**config.mk**
```make
export PLATFORM = sky130hd
export DESIGN_NAME = arith_op_scheduler_flat
export DESIGN_NICKNAME = d
export VERILOG_FILES = /design/src/rtl/arith_op_scheduler_if.sv /design/src/rtl/arith_op_scheduler.sv /design/src/flat_wrapper.sv
export SDC_FILE = /design/constraint.sdc
export NUM_CORES = 1
export LEC_CHECK = 0
export ABC_AREA = 1
export CORE_AREA = 8 8 261 263
export DETAILED_ROUTE_END_ITERATION = 6
export DIE_AREA = 0 0 269 271
export DONT_BUFFER_PORTS = 1
export GPL_ROUTABILITY_DRIVEN = 0
export HOLD_SLACK_MARGIN = 0.15
export PLACE_DENSITY_LB_ADDON = 0.3
export SLEW_MARGIN = 40
export SYNTH_ARGS = -nofsm -noshare
export SYNTH_HDL_FRONTEND = slang
export SYNTH_SLANG_ARGS = --single-unit
```
**constraint.sdc**
```tcl
create_clock -name clock -period 4.8 [get_ports clock]
set_clock_uncertainty 0.15 [all_clocks]
set_input_delay 0.96 -clock clock [delete_from_list [all_inputs] [get_ports clock]]
set_output_delay 0.96 -clock clock [all_outputs]
set_load 0.02 [all_outputs]
```
**src/rtl/arith_op_scheduler_if.sv**
```systemverilog
// Request/response bundle for arith_op_scheduler: N_REQ request ports flattened into vectors,
// plus the single shared response port.
interface arith_op_scheduler_if #(
    parameter int N_REQ      = 4,
    parameter int DATA_WIDTH = 32
) ();
    localparam int ID_WIDTH = $clog2(N_REQ);

    logic [N_REQ-1:0]            req_valid;
    logic [N_REQ-1:0]            req_ready;
    logic [2*N_REQ-1:0]          req_op;
    logic [DATA_WIDTH*N_REQ-1:0] req_a;
    logic [DATA_WIDTH*N_REQ-1:0] req_b;
    logic                        resp_valid;
    logic                        resp_ready;
    logic [DATA_WIDTH-1:0]       resp_data;
    logic [ID_WIDTH-1:0]         resp_id;
    logic                        resp_error;

    modport master (
        output req_valid, req_op, req_a, req_b, resp_ready,
        input  req_ready, resp_valid, resp_data, resp_id, resp_error
    );

    modport slave (
        input  req_valid, req_op, req_a, req_b, resp_ready,
        output req_ready, resp_valid, resp_data, resp_id, resp_error
    );
endinterface

```
**src/rtl/arith_op_scheduler.sv**
```systemverilog
// Round-robin scheduler sharing one iterative divide / modulo / ceil-log2 engine between
// N_REQ requesters; one result in flight at a time.
module arith_op_scheduler #(
    parameter int N_REQ      = 4,
    parameter int DATA_WIDTH = 32
) (
    input  logic                 clock,
    input  logic                 reset,
    arith_op_scheduler_if.slave  bus,
    output logic                 busy,
    output logic [1:0]           state_dbg
);
    localparam int ID_WIDTH = $clog2(N_REQ);
    localparam int IW1      = ID_WIDTH + 1;
    localparam int CNT_W    = $clog2(DATA_WIDTH) + 1;

    typedef enum logic [1:0] {IDLE = 2'd0, CALC = 2'd1, RESP = 2'd2} state_t;

    state_t                state;
    logic [ID_WIDTH-1:0]   rr_ptr;
    logic [ID_WIDTH-1:0]   grant;
    logic                  found;
    logic [IW1-1:0]        idx_w;
    logic [IW1-1:0]        next_ptr;
    logic [1:0]            sel_op;
    logic [DATA_WIDTH-1:0] sel_a;
    logic [DATA_WIDTH-1:0] sel_b;
    logic [ID_WIDTH-1:0]   id_q;
    logic [1:0]            op_q;
    logic                  err_q;
    logic [DATA_WIDTH-1:0] err_data_q;
    logic [DATA_WIDTH-1:0] b_q;
    logic [DATA_WIDTH-1:0] quo_q;
    logic [DATA_WIDTH:0]   rem_q;
    logic [DATA_WIDTH-1:0] scan_q;
    logic [DATA_WIDTH-1:0] clog_q;
    logic [CNT_W-1:0]      cnt_q;
    logic [DATA_WIDTH:0]   shifted;
    logic                  fits;
    logic [DATA_WIDTH-1:0] calc_result;

    // Handshakes: a transfer happens on a rising edge where valid and ready are both high.
    // Requesters hold req_valid/operands until granted; the result is held until resp_ready.

    // First asserted requester at or after rr_ptr, wrapping.
    always_comb begin
        grant = '0;
        found = 1'b0;
        idx_w = '0;
        for (int i = 0; i < N_REQ; i++) begin
            idx_w = {1'b0, rr_ptr} + IW1'(i);
            if (idx_w >= IW1'(N_REQ)) idx_w = idx_w - IW1'(N_REQ);
            if (!found && bus.req_valid[idx_w[ID_WIDTH-1:0]]) begin
                grant = idx_w[ID_WIDTH-1:0];
                found = 1'b1;
            end
        end
    end

    always_comb begin
        bus.req_ready = '0;
        if (state == IDLE && found && reset) bus.req_ready[grant] = 1'b1;
    end

    always_comb begin
        sel_op = '0;
        sel_a  = '0;
        sel_b  = '0;
        for (int i = 0; i < N_REQ; i++) begin
            if (grant == ID_WIDTH'(i)) begin
                sel_op = bus.req_op[2*i +: 2];
                sel_a  = bus.req_a[i*DATA_WIDTH +: DATA_WIDTH];
                sel_b  = bus.req_b[i*DATA_WIDTH +: DATA_WIDTH];
            end
        end
    end

    always_comb begin
        next_ptr = {1'b0, grant} + IW1'(1);
        if (next_ptr >= IW1'(N_REQ)) next_ptr = '0;
    end

    // Restoring division step: the remainder is always below b, so it fits in DATA_WIDTH bits.
    always_comb begin
        shifted = {rem_q[DATA_WIDTH-1:0], quo_q[DATA_WIDTH-1]};
        fits    = (shifted >= {1'b0, b_q});
        case (op_q)
            2'b00:   calc_result = quo_q;
            2'b01:   calc_result = rem_q[DATA_WIDTH-1:0];
            default: calc_result = clog_q;
        endcase
    end

    always_ff @(posedge clock or negedge reset) begin
        if (!reset) begin
            state          <= IDLE;
            rr_ptr         <= '0;
            id_q           <= '0;
            op_q           <= '0;
            err_q          <= 1'b0;
            err_data_q     <= '0;
            b_q            <= '0;
            quo_q          <= '0;
            rem_q          <= '0;
            scan_q         <= '0;
            clog_q         <= '0;
            cnt_q          <= '0;
            bus.resp_valid <= 1'b0;
            bus.resp_data  <= '0;
            bus.resp_id    <= '0;
            bus.resp_error <= 1'b0;
        end else begin
            case (state)
                IDLE: begin
                    if (found) begin
                        id_q   <= grant;
                        op_q   <= sel_op;
                        b_q    <= sel_b;
                        rr_ptr <= next_ptr[ID_WIDTH-1:0];
                        cnt_q  <= '0;
                        quo_q  <= sel_a;
                        rem_q  <= '0;
                        clog_q <= '0;
                        // ceil(log2(a)) = index of the top set bit of (a-1), plus one; 0 for a<=1.
                        scan_q <= (sel_a > DATA_WIDTH'(1)) ? sel_a - DATA_WIDTH'(1) : '0;
                        if (sel_op == 2'b11) begin
                            err_q      <= 1'b1;
                            err_data_q <= '0;
                            state      <= RESP;
                        end else if (sel_op != 2'b10 && sel_b == '0) begin
                            err_q      <= 1'b1;
                            err_data_q <= (sel_op == 2'b00) ? '1 : sel_a;
                            state      <= RESP;
                        end else begin
                            err_q      <= 1'b0;
                            err_data_q <= '0;
                            state      <= CALC;
                        end
                    end
                end
                CALC: begin
                    cnt_q <= cnt_q + CNT_W'(1);
                    if (fits) begin
                        rem_q <= shifted - {1'b0, b_q};
                        quo_q <= {quo_q[DATA_WIDTH-2:0], 1'b1};
                    end else begin
                        rem_q <= shifted;
                        quo_q <= {quo_q[DATA_WIDTH-2:0], 1'b0};
                    end
                    if (scan_q[0]) clog_q <= DATA_WIDTH'(cnt_q) + DATA_WIDTH'(1);
                    scan_q <= scan_q >> 1;
                    if (cnt_q == CNT_W'(DATA_WIDTH - 1)) state <= RESP;
                end
                RESP: begin
                    // First RESP cycle publishes the result; later cycles wait for the consumer.
                    if (!bus.resp_valid) begin
                        bus.resp_valid <= 1'b1;
                        bus.resp_data  <= err_q ? err_data_q : calc_result;
                        bus.resp_id    <= id_q;
                        bus.resp_error <= err_q;
                    end else if (bus.resp_ready) begin
                        bus.resp_valid <= 1'b0;
                        state          <= IDLE;
                    end
                end
                default: state <= IDLE;
            endcase
        end
    end

    assign busy      = (state != IDLE);
    assign state_dbg = state;
endmodule

```
**src/flat_wrapper.sv**
```systemverilog
// flat-port wrapper written by rule: the top's interface ports become plain ports
module arith_op_scheduler_flat 
#(
    parameter int N_REQ      = 4,
    parameter int DATA_WIDTH = 32
)
  (clock, reset, busy, state_dbg, bus_req_valid, bus_req_op, bus_req_a, bus_req_b, bus_resp_ready, bus_req_ready, bus_resp_valid, bus_resp_data, bus_resp_id, bus_resp_error);
  arith_op_scheduler_if #(.N_REQ(N_REQ), .DATA_WIDTH(DATA_WIDTH)) bus_i ();
  input  logic clock;
  input  logic reset;
  output logic busy;
  output logic [1:0] state_dbg;
  input wire logic [$bits(bus_i.req_valid)-1:0] bus_req_valid;
  input wire logic [$bits(bus_i.req_op)-1:0] bus_req_op;
  input wire logic [$bits(bus_i.req_a)-1:0] bus_req_a;
  input wire logic [$bits(bus_i.req_b)-1:0] bus_req_b;
  input wire logic [$bits(bus_i.resp_ready)-1:0] bus_resp_ready;
  output wire logic [$bits(bus_i.req_ready)-1:0] bus_req_ready;
  output wire logic [$bits(bus_i.resp_valid)-1:0] bus_resp_valid;
  output wire logic [$bits(bus_i.resp_data)-1:0] bus_resp_data;
  output wire logic [$bits(bus_i.resp_id)-1:0] bus_resp_id;
  output wire logic [$bits(bus_i.resp_error)-1:0] bus_resp_error;
  assign bus_i.req_valid = bus_req_valid;
  assign bus_i.req_op = bus_req_op;
  assign bus_i.req_a = bus_req_a;
  assign bus_i.req_b = bus_req_b;
  assign bus_i.resp_ready = bus_resp_ready;
  assign bus_req_ready = bus_i.req_ready;
  assign bus_resp_valid = bus_i.resp_valid;
  assign bus_resp_data = bus_i.resp_data;
  assign bus_resp_id = bus_i.resp_id;
  assign bus_resp_error = bus_i.resp_error;
  arith_op_scheduler #(.N_REQ(N_REQ), .DATA_WIDTH(DATA_WIDTH)) u_core (.clock(clock), .reset(reset), .bus(bus_i), .busy(busy), .state_dbg(state_dbg));
endmodule
```
### After elaboration in Yosys (flattened, before gate mapping)

Cells that the tools add are included.

| word-level totals | value |
|---|---|
| register bits after elaboration | 243 |
| bits of input ports | 271 |
| word-level logic and storage cells | 144 |

| operators by class | value |
|---|---|
| add/subtract/negate cells | 12 |
| $lt $le $gt $ge | 13 |
| equal/unequal tests | 14 |
| mux-type cells | 66 |
| bitwise gates (word level) | 1 |
| reduce and logical (&&, ||, !) cells | 22 |

Operators with widths:

| cell | number |
|---|---|
| 32-bit 2-to-1 mux | 19 |
| 32-bit case mux with 2 select lines | 5 |
| 2-bit 2-to-1 mux | 19 |
| 33-bit by 32-bit >= comparator with 1-bit output | 1 |
| 32-bit by 1-bit greater-than comparator with 1-bit output, second input constant | 1 |
| 32-bit zero test | 1 |
| 32-bit by 1-bit subtractor with 32-bit output, second input constant | 1 |
| 32-bit subtractor | 1 |
| 2-bit by 3-bit < comparator with 1-bit output, second input constant | 5 |
| 1-bit 2-to-1 mux | 14 |
| 3-bit >= comparator, second input constant | 4 |
| 6-bit case mux with 2 select lines | 1 |
| 1-bit binary-select mux with 2-bit select | 4 |
| 2-bit equality test, second input constant | 4 |
| 2-bit zero test | 4 |
| 2-bit by 1-bit != test with 1-bit output, second input constant | 4 |
| 2-bit by 1-bit subtractor with 2-bit output, second input constant | 4 |
| 6-bit by 1-bit adder with 7-bit output, second input constant | 1 |
| 1-bit logical AND | 7 |
| 2-bit by 1-bit adder with 3-bit output, second input constant | 2 |
| 2-bit by 2-bit adder with 3-bit output, second input constant | 2 |
| 6-bit by 1-bit adder with 6-bit output, second input constant | 1 |
| 2-bit by 1-bit equality test with 1-bit output, second input constant | 3 |
| 6-bit by 5-bit equality test with 1-bit output, second input constant | 1 |
| 13 further kinds | 19 |

### Depth between registers and ports, before layout

Gate-level depths: netlist (run 1).

| logic depth | value |
|---|---|
| word-level depth | 25 |
| mapped depth | 31 |
| gate-level depth less buffers | 27 |

### Worst setup path before layout (run 1)

No wires, ideal clock.

| timing path | value |
|---|---|
| path type | input to register |
| start | in bus_req_valid[2] |
| end | reg u_core.scan_q[19] |
| arrival time | 3.858 ns |
| required time | 4.533 ns |
| setup slack | 0.675 ns |
| stages | 27 |
| buffers on the path | 4 |
| cell sequence | inv_1 > o21ai_1 > nand2_1 > o21ai_1 > nor2_2 > nand2_1 > o221ai_1 > nor2_1 > inv_1 > ha_1 > buf_2 > buf_2 > buf_2 > a21oi_1 > nand2_1 > nand2_2 > ha_1 > inv_1 > nor2_2 > nand2_1 > nand2_1 > nand3_2 > nand2_2 > buf_4 > nor2_1 > nor2_1 > nor2_1 |

| between the ends | value |
|---|---|
| cells in the longest elaborated chain, start to end | 21 |
| elaborated cells on any way between the ends | 37 |

Ends and longest elaborated chain:

| what | RTL line | RTL |
|---|---|---|
| from (decl) | flat_wrapper.sv:13 | `input wire logic [$bits(bus_i.req_valid)-1:0] bus_req_valid;` |
| 1-bit binary-select mux with 2-bit select | arith_op_scheduler.sv:53 | `if (!found && bus.req_valid[idx_w[ID_WIDTH-1:0]]) begin` |
| 1-bit 2-to-1 mux (implied by the code) | arith_op_scheduler.sv:53 |  |
| 1-bit 2-to-1 mux | arith_op_scheduler.sv:53 |  |
| 1-bit zero test | arith_op_scheduler.sv:53 |  |
| 1-bit logical AND | arith_op_scheduler.sv:53 |  |
| 1-bit 2-to-1 mux | arith_op_scheduler.sv:53 |  |
| 1-bit zero test | arith_op_scheduler.sv:53 |  |
| 1-bit logical AND | arith_op_scheduler.sv:53 |  |
| (+4 left out) | n/a |  |
| named net u_core.grant[1] | arith_op_scheduler.sv:21 | `logic [ID_WIDTH-1:0] grant;` |
| 2-bit zero test | arith_op_scheduler.sv:70 | `if (grant == ID_WIDTH'(i)) begin` |
| 32-bit 2-to-1 mux (3 in a row) | arith_op_scheduler.sv:70 |  |
| 32-bit 2-to-1 mux * | arith_op_scheduler.sv:70 |  |
| 32-bit by 1-bit subtractor with 32-bit output or 32-bit by 1-bit greater-than comparator with 1-bit output (tied branches) | arith_op_scheduler.sv:125 | `scan_q <= (sel_a > DATA_WIDTH'(1)) ? sel_a - DATA_WIDTH'(1) : '0;` |
| 32-bit 2-to-1 mux * | arith_op_scheduler.sv:125 |  |
| 32-bit 2-to-1 mux * | arith_op_scheduler.sv:115 | `if (found) begin` |
| 32-bit case mux with 2 select lines * | arith_op_scheduler.sv:113 | `case (state)` |
| to (signal assigned) | arith_op_scheduler.sv:125 |  |
| to (signal assigned) | arith_op_scheduler.sv:151 | `scan_q <= scan_q >> 1;` |
| to (decl) | arith_op_scheduler.sv:35 | `logic [DATA_WIDTH-1:0] scan_q;` |

The timed path passes the listed nets; every way through them passes the cells marked *. The select of a mux whose other input is x is not followed.
A chain may end at the register's enable or synchronous reset.

### Final worst setup path (run 1)

| timing path | value |
|---|---|
| start | reg u_core.rr_ptr[0] |
| end | out bus_req_ready[3] |

| between the ends | value |
|---|---|
| cells in the longest elaborated chain, start to end | 19 |
| elaborated cells on any way between the ends | 45 |

Ends and longest elaborated chain:

| what | RTL line | RTL |
|---|---|---|
| from (decl) | arith_op_scheduler.sv:20 | `logic [ID_WIDTH-1:0] rr_ptr;` |
| from (signal assigned) | arith_op_scheduler.sv:119 | `rr_ptr <= next_ptr[ID_WIDTH-1:0];` |
| parallel branches: the longest is 13 deep, another holds 2-bit by 1-bit adder with 3-bit output | n/a |  |
| 2-bit 2-to-1 mux * | arith_op_scheduler.sv:53 |  |
| named net u_core.grant[1] | arith_op_scheduler.sv:21 |  |
| 2-bit by 3-bit < comparator with 1-bit output (implied by the code) or 2-bit by 1-bit >= comparator with 1-bit output (tied branches) | arith_op_scheduler.sv:62 | `if (state == IDLE && found && reset) bus.req_ready[grant] = 1'b1;` |
| 1-bit logical AND (implied by the code) | arith_op_scheduler.sv:62 |  |
| 1-bit 2-to-1 mux (implied by the code) | arith_op_scheduler.sv:62 |  |
| 1-bit demux with 2-bit select * | n/a |  |
| 4-bit 2-to-1 mux * | arith_op_scheduler.sv:62 |  |
| to (decl) | flat_wrapper.sv:18 | `output wire logic [$bits(bus_i.req_ready)-1:0] bus_req_ready;` |

Mark *: on every way through the listed nets, which the timed path passes. The select of a mux whose other input is x is not followed.

==> results.sh, run 1 <==
export IMPL_status="finished with violations"
export IMPL_failed_checks="negative hold slack"
export IMPL_cts_clk_slew_worst_paths_ns=0.06
export IMPL_clk_path_buf_depth=3
export IMPL_firstDrtPassIters=5
export IMPL_final_max_slew_violation_count=0
export IMPL_finalCritPeriodShare=0.929
export IMPL_drc_errors=0
export IMPL_hold_ws_ns=-0.0264
export IMPL_hold_viol=20
export IMPL_antenna_found_initial=4
export IMPL_cts_sinks=218
export IMPL_root_buffer="clkbuf_16"
export IMPL_tightest_slew_ns=0.821
export IMPL_synth_top_area_cell="dfrtp_1"
export IMPL_synth_seq_cells=218
export IMPL_cts_tree="yes"
export IMPL_final_nets=2755
export IMPL_drive_above_1_share=0.0675
export IMPL_core_area_um2=63900
export IMPL_synth_top_area_share=0.344
export IMPL_rsz0062_at_grt="no"
export IMPL_die_area_um2=72900
export IMPL_finalCoreUtilization=0.278
export IMPL_ys_flop_type="dfrtp_1"
export IMPL_fin_crit_ns=4.46
export IMPL_io_pins=314
export IMPL_netlist_top_cells_area="dfrtp_1 34%, nand2_1 19%, o21ai_0 8.2%"
export IMPL_area_delta_synth_final_pct=12.0
export IMPL_finalSetupTns_ns=0
export IMPL_syn_area_per_cell_um2=6.40
export IMPL_grt_util_all_layers=0.173
export IMPL_drt_iter0_markers=1229
export IMPL_vias=16100
export IMPL_critPathArrivalTime_ns=3.35
export IMPL_antenna_left=0
export IMPL_hold_class="in -> async"
export IMPL_cts_buffers=26
export IMPL_post_synth_top_count_cell="nand2_1"
export IMPL_die_y_um=271
export IMPL_syn_inst=2478
export IMPL_num_rows=93
export IMPL_fmax_mhz=224
export IMPL_syn_cell_area_um2=15900
export IMPL_grt_pass1_wl_mm=97.9
export IMPL_grt_pass1_vias=15800
export IMPL_clk_latency_ns=0.56
export IMPL_synth_edf_count=0
export IMPL_initial_core_util=0.248
export IMPL_cp_end_kind="primary output"
export IMPL_die_x_um=269
export IMPL_worstPathMaxFanout=34
export IMPL_ys_seq_area_frac=0.344
export IMPL_r2r_slack_ns=0.63
export IMPL_worstSetupPathType="reg -> out"
export IMPL_place_port_buffers=0
export IMPL_setup_violations=0
export IMPL_crit_required_ns=3.69
export IMPL_wirelength_mm=65.0
export IMPL_synth_common_cells="788 x nand2_1, 260 x o21ai_0, 250 x nor2_1"
export IMPL_grt_overflow_total=0
export IMPL_dp_hpwl_mm=49.9
export IMPL_yosys_cell_types_count=46
export IMPL_slew_limit_headroom=0.453
export IMPL_routedWlPerCell_um=19.6
export IMPL_grt_max_degree=220
export IMPL_cp_start_kind="flip-flop"
export IMPL_syn_nets=2789
export IMPL_yosys_warnings=0
export IMPL_htreeDepth=1
export IMPL_viasPerCell=4.84
export IMPL_async_reset_ff_frac=1.00
export IMPL_drv_cap=0
cells in the final DEF (no fill, tap or decap), drive strengths merged:
master,instances
and2,1
nand4,51
a2bb2oi,5
xnor2,7
xor2,25
clkbuf,35
diode,3
nor3,8
or2,26
inv,218
a21o,3
a31oi,1
o211ai,1
o21ai,331
a22oi,2
nand3b,3
o221ai,1
o21bai,4
o21a,6
nor2,258
dfrtp,218
fa,1
o22ai,4
nor4,4
buf,75
clkinvlp,1
nand3,169
ha,39
a211oi,1
a22o,1
a21boi,3
o31ai,6
clkinv,7
nand2,796
a21oi,147
layer usage:
metal  global-route usage  vias to the layer above  part of all wire
li1                     -                     7972                 -
met1                0.228                     7477              0.44
met2                0.276                      519              0.45
met3               0.0432                       87             0.078
met4               0.0500                        2             0.026
met5                    0                        -           0.00020
final timing paths:
check	start	endpoint	depth (start not counted)
max	u_core.rr_ptr[0]	bus_req_ready[3]	16
min	reset	u_core.bus.resp_data[17]	0
max reg2reg	u_core.rr_ptr[0]	u_core.err_q	24
min reg2reg	u_core.scan_q[31]	u_core.scan_q[31]	2
max in group asynchronous	reset	u_core.rem_q[15]	0
min in group clock	u_core.scan_q[31]	u_core.scan_q[31]	2
sequential cells by signal, indices dropped and copies added, names as in the netlist:
register	count
u_core.b_q	32
u_core.bus.resp_data	32
u_core.err_data_q	32
u_core.quo_q	32
u_core.rem_q	32
u_core.scan_q	32
u_core.clog_q	7
u_core.cnt_q	6
u_core.bus.resp_id	2
u_core.id_q	2
u_core.op_q	2
u_core.rr_ptr	2
u_core.state_dbg	2
u_core.bus.resp_error	1
u_core.bus.resp_valid	1
u_core.err_q	1
repair_timing:
action | in CTS | in global routing
setup buffers | 0 | 0
hold endpoints to repair | 218 | 218
resized for setup | 0 | 0
stage by stage:
stage | hold slack, ns | instance area (um^2) | std cells | setup slack [ns]
final | -0.0264 | 17800 | 3316 | 0.341
after global routing | -0.0524 | 17800 | 3316 | 0.0873
after CTS | -0.0575 | 17700 | 3313 | 0.360
after detailed placement | 0.311 | 16900 | 3271 | 0.319
after global placement | 0.310 | 16900 | 3271 | 0.362
after floorplan | 0.294 | 15900 | 2478 | 0.675
final cells by class:
cell class	count	area (um^2)
clock buffers	35	744
multi-input cells	1904	8940
well taps	855	1070
flip-flops and latches	218	5460
fillers	7203	46100
diodes	3	7.51
inverters	219	822
repair buffers	75	651
clock inverters	7	60.1
critical path: stages (launching register included):
cell and delay, ns:
dfrtp_1 0.52, inv_2 0.12, nand2_1 0.07, o21ai_1 0.07, nand2_1 0.09, o21ai_1 0.09, nor2_2 0.15, nand2_1 0.09
o221ai_1 0.18, nor2_1 0.09, buf_4 0.14, inv_1 0.08, ha_2 0.28, inv_2 0.08, buf_4 0.23, nor2_1 0.28
buf_4 0.21
cells by family after synthesis:
kind of cell / after synthesis / synth area share
xor+xnor: 32 / 0.0177
buf+inv: 356 / 0.0939
compound gates: 516 / 0.170
flops: 218 / 0.344
fa+ha+maj: 40 / 0.0320
simple gates: 1316 / 0.342
Power of run 1 is not shown: default switching activity piles up to over one toggle a cycle in this logic, so the estimate is an artifact.
==> run 2, diff against run 1 <==
--- a/config.mk
+++ b/config.mk
@@ -7,6 +7,7 @@
 export LEC_CHECK = 0
 export ABC_AREA = 1
 export CORE_AREA = 8 8 261 263
+export CTS_BUF_LIST = sky130_fd_sc_hd__clkbuf_8
 export DETAILED_ROUTE_END_ITERATION = 6
 export DIE_AREA = 0 0 269 271
 export DONT_BUFFER_PORTS = 1
==> run 2 against run 1 <==
Compared with the run above:
- the run still ends with negative hold slack left
- cell area rose by 0.17%
- utilization about the same
- sequential cell count stayed put
- die area did not move
- non-clock buffer count is the same
- critical path depth unchanged
- critical path type unchanged
==> results.sh, run 2 (synthesis gave the netlist of run 1 again) <==
export IMPL_post_cts_buffers=0
export IMPL_failed_checks="negative hold slack"
export IMPL_post_cts_resized=0
export IMPL_dp_hpwl_mm=49.9
export IMPL_slew_limit_headroom=0.331
export IMPL_grt_max_degree=220
export IMPL_hold_ws_ns=-0.0409
export IMPL_core_area_um2=63900
export IMPL_cts_buffers=40
export IMPL_final_max_slew_violation_count=0
export IMPL_cp_start_kind="flip-flop"
export IMPL_num_rows=93
export IMPL_clk_latency_ns=0.58
export IMPL_root_buffer="clkbuf_8"
export IMPL_setup_ws_ns=0.302
export IMPL_die_area_um2=72900
export IMPL_die_y_um=271
export IMPL_antenna_found_initial=5
export IMPL_reg2reg_depth=24
export IMPL_grt_pass1_vias=15900
export IMPL_crit_required_ns=3.69
export IMPL_grt_util_all_layers=0.174
export IMPL_setup_violations=0
export IMPL_fin_crit_ns=4.50
export IMPL_vias=16100
export IMPL_stdcell_count=3340
export IMPL_worstSetupPathType="reg -> out"
export IMPL_final_cell_mix="788 x nand2_1, 260 x o21ai_0, 248 x nor2_1"
export IMPL_place_port_buffers=0
export IMPL_cts_clk_slew_worst_paths_ns=0.06
export IMPL_pre_cts_slack_ns=0.319
export IMPL_rsz0062_at_grt="no"
export IMPL_io_pins=314
export IMPL_area_delta_synth_final_pct=12.1
export IMPL_worstPathMaxFanout=34
export IMPL_fmax_mhz=222
export IMPL_die_x_um=269
export IMPL_cp_end_kind="primary output"
export IMPL_dp_cells=3271
export IMPL_drv_cap=0
export IMPL_finalCoreUtilization=0.278
export IMPL_grt_pass1_wl_mm=98.2
export IMPL_final_common_cell="nand2_1"
export IMPL_finalCritPeriodShare=0.937
export IMPL_cts_sinks=218
export IMPL_clk_path_buf_depth=3
export IMPL_drt_iter0_markers=1217
export IMPL_wirelength_mm=65.1
export IMPL_initial_core_util=0.248
export IMPL_routedWlPerCell_um=19.5
export IMPL_finalSetupTns_ns=0
export IMPL_grt_overflow_total=0
export IMPL_status="finished with violations"
export IMPL_cts_tree="yes"
export IMPL_final_nets=2769
export IMPL_viasPerCell=4.83
export IMPL_htreeDepth=2
export IMPL_firstDrtPassIters=5
export IMPL_hold_class="in -> async"
export IMPL_antenna_left=0
export IMPL_critPathArrivalTime_ns=3.39
export IMPL_fill_cells=7224
export IMPL_drc_errors=0
export IMPL_hold_viol=50
export IMPL_tightest_slew_ns=1.00
export IMPL_drive_above_1_share=0.0734
-- run 2: final cells by class --
cell class | instances | area [um^2] | share of cell area
inverters | 219 | 822 | 0.0462
well taps | 855 | 1070 | 0.0602
clock inverters | 16 | 158 | 0.00887
diodes | 4 | 10.0 | 0.000563
clock buffers | 49 | 674 | 0.0379
flip-flops and latches | 218 | 5460 | 0.307
multi-input cells | 1904 | 8940 | 0.503
repair buffers | 75 | 651 | 0.0366
-- run 2: worst paths after layout --
| kind | slack [ns] | start | to |
|---|---|---|---|
| setup / recovery | 0.30 | u_core.rr_ptr[0] | bus_req_ready[3] |
| max in group asynchronous | 3.73 | reset | u_core.bus.resp_error |
| hold / removal | -0.04 | reset | u_core.bus.resp_data[17] |
| hold reg to reg | 0.32 | u_core.scan_q[31] | u_core.scan_q[31] |
| min in group clock | 0.32 | u_core.scan_q[31] | u_core.scan_q[31] |
| setup reg to reg | 0.66 | u_core.rr_ptr[0] | u_core.err_q |
-- run 2: critical path, cell delays in order (launching register included) --
cell and delay, ns:
dfrtp_1 0.52, inv_2 0.12, nand2_1 0.07, o21ai_1 0.07, nand2_1 0.09, o21ai_1 0.09
nor2_2 0.15, nand2_1 0.09, o221ai_1 0.18, nor2_1 0.09, buf_4 0.14, inv_1 0.08
ha_2 0.28, inv_2 0.08, buf_4 0.23, nor2_1 0.30, buf_4 0.21
-- run 2: stage by stage --
step | instance area, um^2 | hold WS, ns
final | 17800 | -0.0409
after global routing | 17800 | -0.0745
after CTS | 17800 | -0.0948
after detailed placement | 16900 | 0.311
after global placement | 16900 | 0.310
after floorplan | 15900 | 0.294
-- run 2: per-layer routing --
layer | global-route usage | routed length (um)
met1 | 0.230 | 29300
met3 | 0.0421 | 4580
met2 | 0.276 | 29400
met4 | 0.0535 | 1790
met5 | 0 | 13
Power of run 2 is left out for the same reason.
==> run 3, diff against run 2 <==
--- a/config.mk
+++ b/config.mk
@@ -6,12 +6,14 @@
 export NUM_CORES = 1
 export LEC_CHECK = 0
 export ABC_AREA = 1
-export CORE_AREA = 8 8 261 263
+export CAP_MARGIN = 20
+export CORE_AREA = 8 8 179 181
 export CTS_BUF_LIST = sky130_fd_sc_hd__clkbuf_8
 export DETAILED_ROUTE_END_ITERATION = 6
-export DIE_AREA = 0 0 269 271
+export DIE_AREA = 0 0 187 189
 export DONT_BUFFER_PORTS = 1
 export GPL_ROUTABILITY_DRIVEN = 0
+export GPL_TIMING_DRIVEN = 0
 export HOLD_SLACK_MARGIN = 0.15
 export PLACE_DENSITY_LB_ADDON = 0.3
 export SLEW_MARGIN = 40
==> run 3 against run 2 <==
Compared with the run above:
- the flow still finishes with violations (negative hold slack)
- fmax down 3.5%
- via count is 9.7% higher
- routed wire length down 6.1%
- highest routed layer unchanged
==> results.sh, run 3 (synthesis gave the netlist of run 1 again) <==
export IMPL_grt_pass1_vias=16900
export IMPL_grt_overflow_total=0
export IMPL_cts_tree="yes"
export IMPL_dp_hpwl_mm=48.4
export IMPL_finalCritPeriodShare=0.971
export IMPL_final_cell_mix="787 x nand2_1, 255 x o21ai_0, 249 x nor2_1"
export IMPL_grt_max_degree=220
export IMPL_wirelength_mm=61.1
export IMPL_grt_util_all_layers=0.332
export IMPL_tightest_slew_ns=0.772
export IMPL_htreeDepth=2
export IMPL_cts_sinks=218
export IMPL_slowest_delay_ns=0.42
export IMPL_num_rows=63
export IMPL_hold_class="in -> async"
export IMPL_initial_core_util=0.542
export IMPL_worstPathMaxFanout=10
export IMPL_final_max_slew_violation_count=0
export IMPL_drive_above_1_share=0.0692
export IMPL_status="finished with violations"
export IMPL_final_common_cell="nand2_1"
export IMPL_grt_pass1_wl_mm=93.7
export IMPL_area_delta_synth_final_pct=8.31
export IMPL_vias=17700
export IMPL_cts_buffers=38
export IMPL_dp_cells=2868
export IMPL_fmax_mhz=215
export IMPL_fill_cells=2797
export IMPL_firstDrtPassIters=6
export IMPL_drv_cap=0
export IMPL_place_port_buffers=0
export IMPL_hold_viol=13
export IMPL_setup_violations=0
export IMPL_cts_clk_slew_worst_paths_ns=0.06
export IMPL_crit_required_ns=5.06
export IMPL_r2r_end="u_core.err_data_q[25]"
export IMPL_antenna_left=0
export IMPL_root_buffer="clkbuf_8"
export IMPL_clk_path_buf_depth=3
export IMPL_die_y_um=189
export IMPL_core_area_um2=29200
export IMPL_hold_ws_ns=-0.0268
export IMPL_stdcell_count=2934
export IMPL_critPathArrivalTime_ns=4.92
export IMPL_viasPerCell=6.03
export IMPL_io_pins=314
export IMPL_slew_limit_headroom=0.486
export IMPL_reg2reg_depth=25
export IMPL_die_area_um2=35300
export IMPL_routedWlPerCell_um=20.8
export IMPL_cp_common_cell="nand2_1"
export IMPL_worstSetupPathType="reg -> reg"
export IMPL_drt_iter0_markers=2629
export IMPL_cp_end_kind="flip-flop"
export IMPL_cpMaxStageDelayCell="nand2_1"
export IMPL_path_delay_family="buffers and inverters"
export IMPL_clk_latency_ns=0.54
export IMPL_die_x_um=187
export IMPL_r2r_slack_ns=0.14
export IMPL_worstReg2RegStart="u_core.rr_ptr[0]"
export IMPL_pre_cts_slack_ns=-0.332
export IMPL_final_nets=2829
export IMPL_cp_start_kind="flip-flop"
export IMPL_fin_crit_ns=4.66
export IMPL_failed_checks="negative hold slack"
export IMPL_antenna_found_initial=4
export IMPL_drc_errors=0
export IMPL_setup_ws_ns=0.139
export IMPL_worst_path_buf_inv=7
==> run 3: changes by cell type in the layout (fill, tap and decap cells not counted), moves of 6 or more <==
cell | previous run | this run
buf_12 | 7 | 0
buf_4 | 68 | 9
buf_2 | 0 | 49
buf_1 | 0 | 6
clkbuf_4 | 0 | 6
clkbuf_1 | 0 | 56
buf_6 | 0 | 8
==> run 3: metrics by stage <==
stage	util	setup TNS [ns]	cell area, um^2
2_1_floorplan	-	0	15900
3_3_place_gp	0.559	-5.54	16300
3_5_place_dp	0.559	-11.16	16300
4_1_cts	0.585	0	17100
5_1_grt	0.587	-0.260	17200
6_report	0.587	0	17200
==> run 3: worst reg2reg max path: cells and delay by family (launching register included) <==
family	cells	cell delay, ns
buffers and inverters	7	1.56
and+or+nand+nor	10	1.28
AOI/OAI and AO/OA	7	1.09
DFF	1	0.36
adders and majority gates	1	0.13
==> run 3: how the worst max path moves through the flow <==
stage | start | endpoint | cells after the start
6_report | u_core.rr_ptr[0] | u_core.err_data_q[25] | 25
5_1_grt | u_core.rr_ptr[0] | u_core.scan_q[26] | 27
4_1_cts | u_core.rr_ptr[0] | u_core.state_dbg[1] | 24
3_5_place_dp | bus_req_valid[2] | u_core.scan_q[26] | 27
3_3_place_gp | bus_req_valid[2] | u_core.scan_q[26] | 27
2_1_floorplan | bus_req_valid[2] | u_core.scan_q[19] | 27
==> run 3: repair_timing <==
action / CTS / global route
endpoints found under the setup margin: 1 / 68
pin swaps: 0 / 2
endpoints found under the hold margin: 218 / 218
resized for setup: 0 / 22
buffers inserted: 0 / 3
==> run 3: layout make-up <==
| cell class | instances | area [um^2] | share of cell area |
|---|---|---|---|
| repair buffers | 3 | 22.5 | 0.00131 |
| inverters | 219 | 825 | 0.0480 |
| well taps | 390 | 488 | 0.0284 |
| diodes | 2 | 5.00 | 0.000291 |
| multi-input cells | 1904 | 8940 | 0.521 |
| flip-flops and latches | 218 | 5460 | 0.318 |
| clock inverters | 18 | 131 | 0.00765 |
| clock buffers | 46 | 633 | 0.0369 |
| plain buffers | 134 | 673 | 0.0392 |
==> run 3: routing by layer <==
| layer | GRT usage | routed length (um) | vias to the layer above |
|---|---|---|---|
| met5 | 0 | 41 | - |
| met4 | 0.161 | 3300 | 6 |
| met3 | 0.103 | 8120 | 246 |
| met2 | 0.510 | 26200 | 1231 |
| met1 | 0.422 | 23400 | 8094 |
| li1 | - | - | 8126 |
Power of run 3 is left out for the same reason.
